File: src/rtl/alu_pkg.sv
// Shared definitions for the sliced 128-bit ALU: opcode encoding, widths,
// controller states and an opcode classification helper.
package alu_pkg;

    localparam int WIDTH  = 128;
    localparam int DWIDTH = 8;
    localparam int NSLICE = 16;

    typedef enum logic [3:0] {
        OP_ADD    = 4'h0,
        OP_SUBWB  = 4'h1,
        OP_MOV    = 4'h2,
        OP_SUB    = 4'h3,
        OP_INC    = 4'h4,
        OP_DEC    = 4'h5,
        OP_ADDINC = 4'h6,
        OP_AND    = 4'h8,
        OP_OR     = 4'h9,
        OP_XOR    = 4'hA,
        OP_NOT    = 4'hB,
        OP_SHL    = 4'hD
    } optype_e;

    typedef enum logic [1:0] {
        ST_IDLE = 2'd0,
        ST_RUN  = 2'd1,
        ST_DONE = 2'd2
    } state_e;

    // Arithmetic ops report carry/borrow and overflow from the top slice
    function automatic logic is_arith(input logic [3:0] op);
        case (op)
            OP_ADD, OP_SUBWB, OP_SUB, OP_INC, OP_DEC, OP_ADDINC: return 1'b1;
            default:                                             return 1'b0;
        endcase
    endfunction

endpackage

File: src/rtl/alu_8bit.sv
// Combinational 8-bit ALU slice; c is carry for additions and borrow for
// subtractions, o is signed overflow.
module alu_8bit
    import alu_pkg::*;
(
    input  logic [3:0] op,
    input  logic [7:0] a,
    input  logic [7:0] b,
    output logic [7:0] y,
    output logic       c,
    output logic       o
);

    logic [8:0] sum_s;

    // Slice operation decode
    always_comb begin
        sum_s = 9'h000;
        y     = 8'h00;
        c     = 1'b0;
        o     = 1'b0;
        case (op)
            OP_ADD, OP_ADDINC: begin
                sum_s = {1'b0, a} + {1'b0, b} + ((op == OP_ADDINC) ? 9'd1 : 9'd0);
                y     = sum_s[7:0];
                c     = sum_s[8];
                o     = (a[7] == b[7]) && (sum_s[7] != a[7]);
            end
            OP_SUB, OP_SUBWB: begin
                sum_s = {1'b0, a} - {1'b0, b} - ((op == OP_SUBWB) ? 9'd1 : 9'd0);
                y     = sum_s[7:0];
                c     = sum_s[8];
                o     = (a[7] != b[7]) && (sum_s[7] != a[7]);
            end
            OP_INC: begin
                sum_s = {1'b0, a} + 9'd1;
                y     = sum_s[7:0];
                c     = sum_s[8];
                o     = (a == 8'h7F);
            end
            OP_DEC: begin
                sum_s = {1'b0, a} - 9'd1;
                y     = sum_s[7:0];
                c     = sum_s[8];
                o     = (a == 8'h80);
            end
            OP_MOV: y = a;
            OP_AND: y = a & b;
            OP_OR:  y = a | b;
            OP_XOR: y = a ^ b;
            OP_NOT: y = ~a;
            OP_SHL: begin
                y = {a[6:0], 1'b0};
                c = a[7];
            end
            default: y = 8'h00;
        endcase
    end

endmodule

File: src/rtl/alu128_seq_ctrl.sv
// 128-bit ALU executed as sixteen 8-bit slices, one per cycle, through a
// single alu_8bit; result and flags update together with the done pulse.
module alu128_seq_ctrl
    import alu_pkg::*;
(
    input  logic              clk,
    input  logic              rst_n,
    input  logic              start,
    input  logic [3:0]        opcode,
    input  logic [WIDTH-1:0]  a,
    input  logic [WIDTH-1:0]  b,
    output logic              busy,
    output logic              done,
    output logic [WIDTH-1:0]  result,
    output logic              c_flag,
    output logic              z_flag,
    output logic              o_flag,
    output logic              s_flag
);

    state_e           state_r, state_s;
    logic [3:0]       k_r, op_r;
    logic [WIDTH-1:0] a_r, b_r, shadow_r;
    logic             carry_r, zacc_r;

    logic [6:0]       base_s, prev_idx_s;
    logic [3:0]       slice_op_s;
    logic [7:0]       slice_a_s, slice_b_s, alu_y_s, slice_res_s;
    logic             alu_c_s, alu_o_s, shl_in_s, slice_z_s, last_s;

    assign base_s      = {k_r, 3'b000};
    assign prev_idx_s  = base_s - 7'd1;
    assign last_s      = (k_r == 4'(NSLICE - 1));
    assign slice_a_s   = a_r[base_s +: DWIDTH];
    assign shl_in_s    = (k_r == 4'd0) ? 1'b0 : a_r[prev_idx_s];
    assign slice_res_s = (op_r == OP_SHL) ? {alu_y_s[7:1], shl_in_s} : alu_y_s;
    assign slice_z_s   = (slice_res_s == 8'h00);

    // Opcode remap: slice 0 runs the requested op, later slices chain carry/borrow
    always_comb begin
        slice_op_s = op_r;
        slice_b_s  = b_r[base_s +: DWIDTH];
        case (op_r)
            OP_ADD, OP_ADDINC, OP_INC: begin
                if (op_r == OP_INC) begin
                    slice_b_s = 8'h00;
                end else begin
                    slice_b_s = b_r[base_s +: DWIDTH];
                end
                if (k_r == 4'd0) begin
                    slice_op_s = op_r;
                end else begin
                    slice_op_s = carry_r ? OP_ADDINC : OP_ADD;
                end
            end
            OP_SUB, OP_SUBWB, OP_DEC: begin
                if (op_r == OP_DEC) begin
                    slice_b_s = 8'h00;
                end else begin
                    slice_b_s = b_r[base_s +: DWIDTH];
                end
                if (k_r == 4'd0) begin
                    slice_op_s = op_r;
                end else begin
                    slice_op_s = carry_r ? OP_SUBWB : OP_SUB;
                end
            end
            default: slice_op_s = op_r;
        endcase
    end

    alu_8bit u_alu (
        .op (slice_op_s),
        .a  (slice_a_s),
        .b  (slice_b_s),
        .y  (alu_y_s),
        .c  (alu_c_s),
        .o  (alu_o_s)
    );

    // FSM state register
    always_ff @(posedge clk or negedge rst_n) begin
        if (!rst_n) begin
            state_r <= ST_IDLE;
        end else begin
            state_r <= state_s;
        end
    end

    // FSM next-state logic
    always_comb begin
        state_s = state_r;
        case (state_r)
            ST_IDLE: begin
                if (start) begin
                    state_s = ST_RUN;
                end else begin
                    state_s = ST_IDLE;
                end
            end
            ST_RUN: begin
                if (last_s) begin
                    state_s = ST_DONE;
                end else begin
                    state_s = ST_RUN;
                end
            end
            ST_DONE: state_s = ST_IDLE;
            default: state_s = ST_IDLE;
        endcase
    end

    // Operand capture, slice accumulation and final result/flag update
    always_ff @(posedge clk or negedge rst_n) begin
        if (!rst_n) begin
            a_r      <= {WIDTH{1'b0}};
            b_r      <= {WIDTH{1'b0}};
            op_r     <= 4'h0;
            k_r      <= 4'd0;
            carry_r  <= 1'b0;
            zacc_r   <= 1'b0;
            shadow_r <= {WIDTH{1'b0}};
            busy     <= 1'b0;
            done     <= 1'b0;
            result   <= {WIDTH{1'b0}};
            c_flag   <= 1'b0;
            z_flag   <= 1'b0;
            o_flag   <= 1'b0;
            s_flag   <= 1'b0;
        end else begin
            case (state_r)
                ST_IDLE: begin
                    done <= 1'b0;
                    if (start) begin
                        a_r      <= a;
                        b_r      <= b;
                        op_r     <= opcode;
                        k_r      <= 4'd0;
                        carry_r  <= 1'b0;
                        zacc_r   <= 1'b1;
                        shadow_r <= {WIDTH{1'b0}};
                        busy     <= 1'b1;
                    end
                end
                ST_RUN: begin
                    shadow_r[base_s +: DWIDTH] <= slice_res_s;
                    carry_r <= alu_c_s;
                    zacc_r  <= zacc_r & slice_z_s;
                    k_r     <= k_r + 4'd1;
                    if (last_s) begin
                        busy   <= 1'b0;
                        done   <= 1'b1;
                        // top byte of shadow is still clear here, so OR merges slice 15
                        result <= {shadow_r[WIDTH-1 -: DWIDTH] | slice_res_s,
                                   shadow_r[WIDTH-DWIDTH-1:0]};
                        z_flag <= zacc_r & slice_z_s;
                        s_flag <= slice_res_s[7];
                        c_flag <= is_arith(op_r) ? alu_c_s :
                                  ((op_r == OP_SHL) ? a_r[WIDTH-1] : 1'b0);
                        o_flag <= is_arith(op_r) & alu_o_s;
                    end
                end
                ST_DONE: done <= 1'b0;
                default: begin
                    busy <= 1'b0;
                    done <= 1'b0;
                end
            endcase
        end
    end

endmodule

File: config.mk
export PLATFORM = sky130hd
export DESIGN_NAME = alu128_seq_ctrl
export DESIGN_NICKNAME = d
export VERILOG_FILES = /design/src/rtl/alu_pkg.sv /design/src/rtl/alu_8bit.sv /design/src/rtl/alu128_seq_ctrl.sv
export SDC_FILE = /design/constraint.sdc
export NUM_CORES = 1
export LEC_CHECK = 0
export BUFFER_PORTS_ARGS = -buffer_cell sky130_fd_sc_hd__buf_2
export CAP_MARGIN = 40
export CELL_PAD_IN_SITES_DETAIL_PLACEMENT = 0
export CELL_PAD_IN_SITES_GLOBAL_PLACEMENT = 1
export CORE_AREA = 2 2 265 319
export CTS_BUF_LIST = sky130_fd_sc_hd__clkbuf_8 sky130_fd_sc_hd__clkbuf_16
export DETAILED_ROUTE_END_ITERATION = 10
export DIE_AREA = 0 0 267 321
export PLACE_DENSITY_LB_ADDON = 0.1
export SLEW_MARGIN = 10
export SYNTH_ARGS = -nofsm -noshare
export SYNTH_HDL_FRONTEND = slang
export SYNTH_SLANG_ARGS = --single-unit
File: constraint.sdc
create_clock -name clk -period 10.5 [get_ports clk]
set_input_delay 0.525 -clock clk [delete_from_list [all_inputs] [get_ports clk]]
set_output_delay 0.525 -clock clk [all_outputs]
set_load 0.02 [all_outputs]
=== Yosys cells after proc, flatten, opt, wreduce, memory -nomap -nowiden ===
Index checks and enable logic that the tools add are counted.

* Latch bits: 0
* Flip-flop bits (word level): 530
* Bits of input ports: 263
* Logic and storage cells: 120
* Memories: 0
* Output and inout port bits: 134
* Bits in read-only memories: 0
* Memory bits (writable): 0

* Divide/modulo/power cells: 0
* Order comparisons: 1
* $add $sub $neg: 9
* Shifts and indexed selects: 4
* Reduce and logical (&&, ||, !) cells: 17
* Muxes and demuxes: 38
* Bitwise logic cells: 8
* Multiply operators: 0
* Equal/unequal tests: 28

{| class="wikitable"
|+ Operators with widths
! kind !! count
|-
| $pmux W128 S2 || 1
|-
| $shiftx A128 B8 Y8 || 2
|-
| $bwmux W128 || 1
|-
| $mux W128 || 1
|-
| $shift A8 B9 Y128 const A || 1
|-
| $shiftx A8 B9 Y128 || 1
|-
| $pmux W8 S10 || 1
|-
| $eq A4 B4 Y1 const B || 7
|-
| $eq A4 B3 Y1 const B || 6
|-
| $mux W1 || 16
|-
| $mux W8 || 2
|-
| $or A8 B8 Y8 || 2
|-
| $pmux W4 S2 || 2
|-
| $pmux W8 S2 || 1
|-
| $eq A4 B2 Y1 const B || 3
|-
| $logic_not A4 Y1 || 3
|-
| $mux W4 || 3
|-
| $add A8 B1 Y9 const B || 1
|-
| $add A8 B8 Y9 || 1
|-
| $add A9 B9 Y9 || 1
|-
| $neg A7 Y9 || 1
|-
| $sub A8 B1 Y9 const B || 1
|-
| $sub A8 B8 Y9 || 1
|-
| $sub A9 B9 Y9 || 1
|-
| 33 further kinds || 45
|}

=== Logic depth before layout (Yosys ltp) ===
* Depth in word-level cells: 11
* Mapped depth: 23
* Mapped depth without buffers: 17

=== Cells and area by module ===
From an unflattened synthesis, not the netlist that was laid out.

* Cell total of the unflattened synthesis: 2578
* Area, all modules: 24434.7 µm²

{| class="wikitable"
|+ Modules (own cells, without submodules)
! module !! times used !! cells each !! area each (µm²) !! seq. area each (µm²)
|-
| alu128_seq_ctrl || 1 || 2275 || 22313.9 || 13262.7
|-
| alu_8bit || 1 || 303 || 2120.8 || 0.0
|}

=== Worst setup path before layout ===
OpenSTA, ideal clock, no wires.

* Kind: register to register
* Start: register k_r[0]
* End: register shadow_r[116]
* Slack: 5.418 ns
* Data required time: 10.382 ns
* Path buffers: 6
* Arrival time: 4.964 ns
* Clock period less this slack: 5.082 ns
* Cell stages (with the launch flop): 24
* Setup time: 0.118 ns
* Cell sequence: dfrtp_1 -> buf_6 -> buf_6 -> buf_2 -> buf_2 -> buf_2 -> inv_2 -> ha_1 -> nor3b_2 -> nor3b_1 -> o21ai_0 -> fa_1 -> inv_1 -> fa_1 -> nand2_1 -> a21o_1 -> xor2_1 -> a22oi_1 -> o221ai_1 -> a211o_1 -> a221oi_1 -> buf_2 -> nor2b_1 -> a21o_1

* Cells in the longest elaborated chain, start to end: 11
* Elaborated cells between the ends (all ways): 46
* Those cells by class: add/sub (8); eq/ne (11); shift (4); mux (15); bitwise (4); reduce/logical (4)

{| class="wikitable"
|+ Ends and longest elaborated chain
! element !! RTL line !! source
|-
| start, declared || alu128_seq_ctrl.sv:22 || <nowiki>logic [3:0] k_r, op_r;</nowiki>
|-
| start signal, assigned || alu128_seq_ctrl.sv:149 || <nowiki>k_r <= k_r + 4'd1;</nowiki>
|-
| branches (longest 9 deep; another with $sub A8 B8 Y9) || n/a ||
|-
| $bwmux W128 * || alu128_seq_ctrl.sv:146 || <nowiki>shadow_r[base_s +: DWIDTH] <= slice_res_s;</nowiki>
|-
| $pmux W128 S2 * || alu128_seq_ctrl.sv:131 || <nowiki>case (state_r)</nowiki>
|-
| end signal, assigned || alu128_seq_ctrl.sv:122 || <nowiki>shadow_r <= {WIDTH{1'b0}};</nowiki>
|-
| end signal, assigned || alu128_seq_ctrl.sv:141 || <nowiki>shadow_r <= {WIDTH{1'b0}};</nowiki>
|-
| end signal, assigned by index || alu128_seq_ctrl.sv:146 ||
|-
| end, declared || alu128_seq_ctrl.sv:23 || <nowiki>logic [WIDTH-1:0] a_r, b_r, shadow_r;</nowiki>
|}

Every way passes the cells marked *. The select of a mux whose other input is x is not followed.
A chain may end at the register's enable or synchronous reset.

=== Worst setup path in the final report ===
* Start: register k_r[1]
* End: register z_flag

* Cells in the longest elaborated chain, start to end: 10
* Elaborated cells between the ends (all ways): 45
* Those cells by class: add/sub (7); eq/ne (12); shift (2); mux (13); bitwise (5); reduce/logical (6)

{| class="wikitable"
|+ Ends and longest elaborated chain
! element !! RTL line !! source
|-
| branches (longest 10 deep; another with $sub A8 B8 Y9) || n/a ||
|-
| end signal, assigned || alu128_seq_ctrl.sv:156 || <nowiki>z_flag <= zacc_r & slice_z_s;</nowiki>
|-
| end, declared || alu128_seq_ctrl.sv:16 || <nowiki>output logic z_flag,</nowiki>
|}

Several ways; the timed one is not identified. The select of a mux whose other input is x is not followed.

==> summary.txt <==
First-pass DRT Iterations - 5
worst setup skew after layout - 0.0278 ns
Starting Density - 29.7%
Setup Viol. Count Final - 0
status - finished clean
clock latency on the worst-skew pair - 0.64 ns
H-Tree Depth - 2
num rows - 116
first-pass GRT wire length - 133,000 um
PortBufs - 396
worst slew pin tran - 1.14 ns
chip height - 321 um
leading cell type in the layout, fill and taps excluded - nand2_1
largest delay contributor family on the critical path - compound AO/OA/AOI/OAI gates
initial antenna violation count - 4
CTS buffer count - 59
CTS Sinks - 530
Diodes inserted - 0
Iter 0 DRT Violations - 1,075
Clock Tree Buf Depth - 3
syn nets - 2,999
hold crit path type - input port to register
Clock Pin Slew Worst Setup and Hold Paths - 0.07 ns
Slowest-stage cell, CP - dfrtp_4
largest family of logic cells by synthesized area - simple AND/OR/NAND/NOR gates
DR WL/cell - 20.8 um
CP dominant cell by count - ha_1
Simple-Gate Fraction of Synth Area - 24.8%
post-layout power - 11.9 mW
CORE AREA - 82,900 um2
post-route cell area - 29,900 um2
Placed Area - 27,800 um2
fill count - 8,575
hpwl dp - 63,300 um
CP cell instances - buf_4 -> nor2_1 -> a221oi_2 -> nand2_1 -> and2_1 -> ha_1 -> inv_1 -> ha_1 -> nand4_1 -> o32ai_1 -> a211o_1 -> nand3_1 -> a211oi_2 -> and4_1 -> a32o_1
Die Width - 267 um
CP Buf/Inv Count - 2
Synth area leader - dfrtp_1
top-area cell type share of the netlist area - 53.9%
register bit total from synthesis - 530
Tmin final - 6.07 ns
Hold Crit Depth - 3
Clock Tree Root - clkbuf_16
crit path kind - register to register
Reg2Reg Depth - 15
post-synthesis mux area share - 7.45%
placer congestion estimate - 0.843
sequential area share after synthesis - 53.9%
layout cells sized above 1 - 20.4%
Overflow after GRT - 0
vias - 20,006
Gate Count Post-Synth - 2,696
Setup WS pre-CTS - 4.51 ns
Static Leak - 15.1 nW
unrepaired setup endpoints after global routing - no
period utilization - 57.8%
area grow syn2layout - 21.5%
setup bufs post-CTS - 0
CTS resizes - 0
Worst Path Required - 11.08 ns
post-layout util - 36.1%
pins over their slew limit - 0
DIE AREA - 85,700 um2
Cell Pwr Density - 399 nW/um2
final hold vios - 0
Post-synth ARST share - 100%
mean post-synth cell area - 9.12 um2
Compound-Gate Fraction of Synth Area - 7.37%
Cells after DPL - 4,088
Area contributors post-synth - dfrtp_1, nand2_1, mux4_2
critical path startpoint category - register
commonest cells after routing, fill and taps aside - nand2_1, dfrtp_1, buf_2
Yosys Warn Count - 0
Synth Flop Type - dfrtp_1
CP Max Fanout - 41
post-synth cell types - 77
Max Cap Viol - 0
Setup WS post-layout - 4.43 ns
relative slew slack - 23.9%
Max Clk Rate - 165 MHz
Avg Vias per Cell - 4.76
post-synthesis xor/xnor area fraction - 0.885%
post-route ant nets - 0
setup TNS - 0 ns
Worst path max stage delay - 0.82 ns
GRT Resource Usage Total - 20.4%
Max IR drop VDD - 0.199 mV
vias in the first global route - 21,104
Crit. End Element - register
DRC - 0
CTS tree - yes
post-route insts no fill - 4,199
Post-synth EDFFs - 0
Crit path depth - 15
WL final - 87,200 um
final net count - 3,333
mapped cell area - 24,600 um2
hold_buf cts - 1
Hold Slack - 0.0848 ns
Synth Area in Adders - 2.16%
largest net degree at the start of global routing - 200
Arr. time, crit path - 6.64 ns
# IOs - 397
-- registers in the layout, indices dropped and copies added, names as in the netlist --
name	flops
a_r	128
b_r	128
result	128
shadow_r	128
k_r	4
op_r	4
state_r	2
busy	1
c_flag	1
carry_r	1
done	1
o_flag	1
s_flag	1
z_flag	1
zacc_r	1
-- tightest hold or removal path, stage by stage --
cell,delay (ns)
buf_2,0.07
nand2_1,0.04
nand2_1,0.05
-- path summary, 6_finish.rpt --
check                                     endpoint                    start  slack, ns
setup / recovery                z_flag$_DFFE_PN0P_       k_r[1]$_DFFE_PN0P_       4.43
hold / removal                a_r[101]$_DFFE_PN0P_                   a[101]       0.08
setup reg to reg                z_flag$_DFFE_PN0P_       k_r[1]$_DFFE_PN0P_       4.43
hold reg to reg            result[120]$_DFFE_PN0P_  result[120]$_DFFE_PN0P_       0.47
max in group asynchronous       k_r[1]$_DFFE_PN0P_                    rst_n       7.99
min in group asynchronous   result[54]$_DFFE_PN0P_                    rst_n       0.52
-- cells in the mapped netlist, types with 4 or more instances --
| cell type | n |
|---|---|
| and3_1 | 29 |
| buf_2 | 13 |
| nand4_1 | 5 |
| clkinv_1 | 5 |
| xnor2_1 | 20 |
| nor2_1 | 50 |
| a211o_1 | 5 |
| fa_1 | 4 |
| a21o_1 | 19 |
| nor3b_1 | 6 |
| o221ai_1 | 7 |
| nor3_1 | 9 |
| ha_1 | 36 |
| inv_1 | 36 |
| nand2_1 | 1202 |
| clkbuf_1 | 128 |
| o41ai_1 | 9 |
| o211ai_1 | 7 |
| nand3_1 | 136 |
| o21ai_1 | 12 |
| dfrtp_1 | 530 |
| a22oi_1 | 13 |
| nor2b_1 | 15 |
| buf_6 | 5 |
| o32ai_1 | 4 |
| mux2_2 | 8 |
| a21oi_1 | 30 |
| o22ai_1 | 11 |
| a211oi_2 | 4 |
| mux2i_1 | 51 |
| mux4_2 | 54 |
| and2_1 | 10 |
| o21ai_0 | 126 |
| buf_1 | 12 |
| buf_4 | 4 |
| a221oi_1 | 4 |
| nand2b_1 | 15 |
-- power by group --
group          switching (mW)  total (mW)  internal, mW  leakage (nW)
combinational            3.96        6.18          2.22          7.46
clock                   0.889        2.19          1.30          1.05
sequential              0.615        3.55          2.93          6.61
total                    5.46        11.9          6.46          15.1
-- cells by family (layout without fill, tap and decap cells) --
family | Yosys count | in the layout
flops | 530 | 530
xor+xnor | 24 | 24
simple gates | 1498 | 1498
buf+inv | 206 | 588
mux | 114 | 114
compound gates | 284 | 284
fa+ha+maj | 40 | 40
-- metal layers --
metal / wire length [um] / up-vias / track usage (%) / share of wire (%)
met4: 2490 / 4 / 6.05 / 2.9
met5: 40 / - / 0 / 0.046
met1: 38200 / 9831 / 26.5 / 44
met2: 43000 / 482 / 34.9 / 49
li1: - / 9560 / - / -
met3: 3500 / 129 / 2.93 / 4.0
-- cell type report --
type | instances | area (um2) | share of cell area (%)
Sequential cell | 530 | 13300 | 44.4
Multi-Input combinational cell | 1960 | 10500 | 35.3
Inverter | 44 | 168 | 0.561
Timing Repair Buffer | 435 | 2440 | 8.18
Clock inverter | 38 | 418 | 1.40
Clock buffer | 71 | 1640 | 5.49
Tap cell | 1121 | 1400 | 4.69
(Power assumes the default switching activity.)
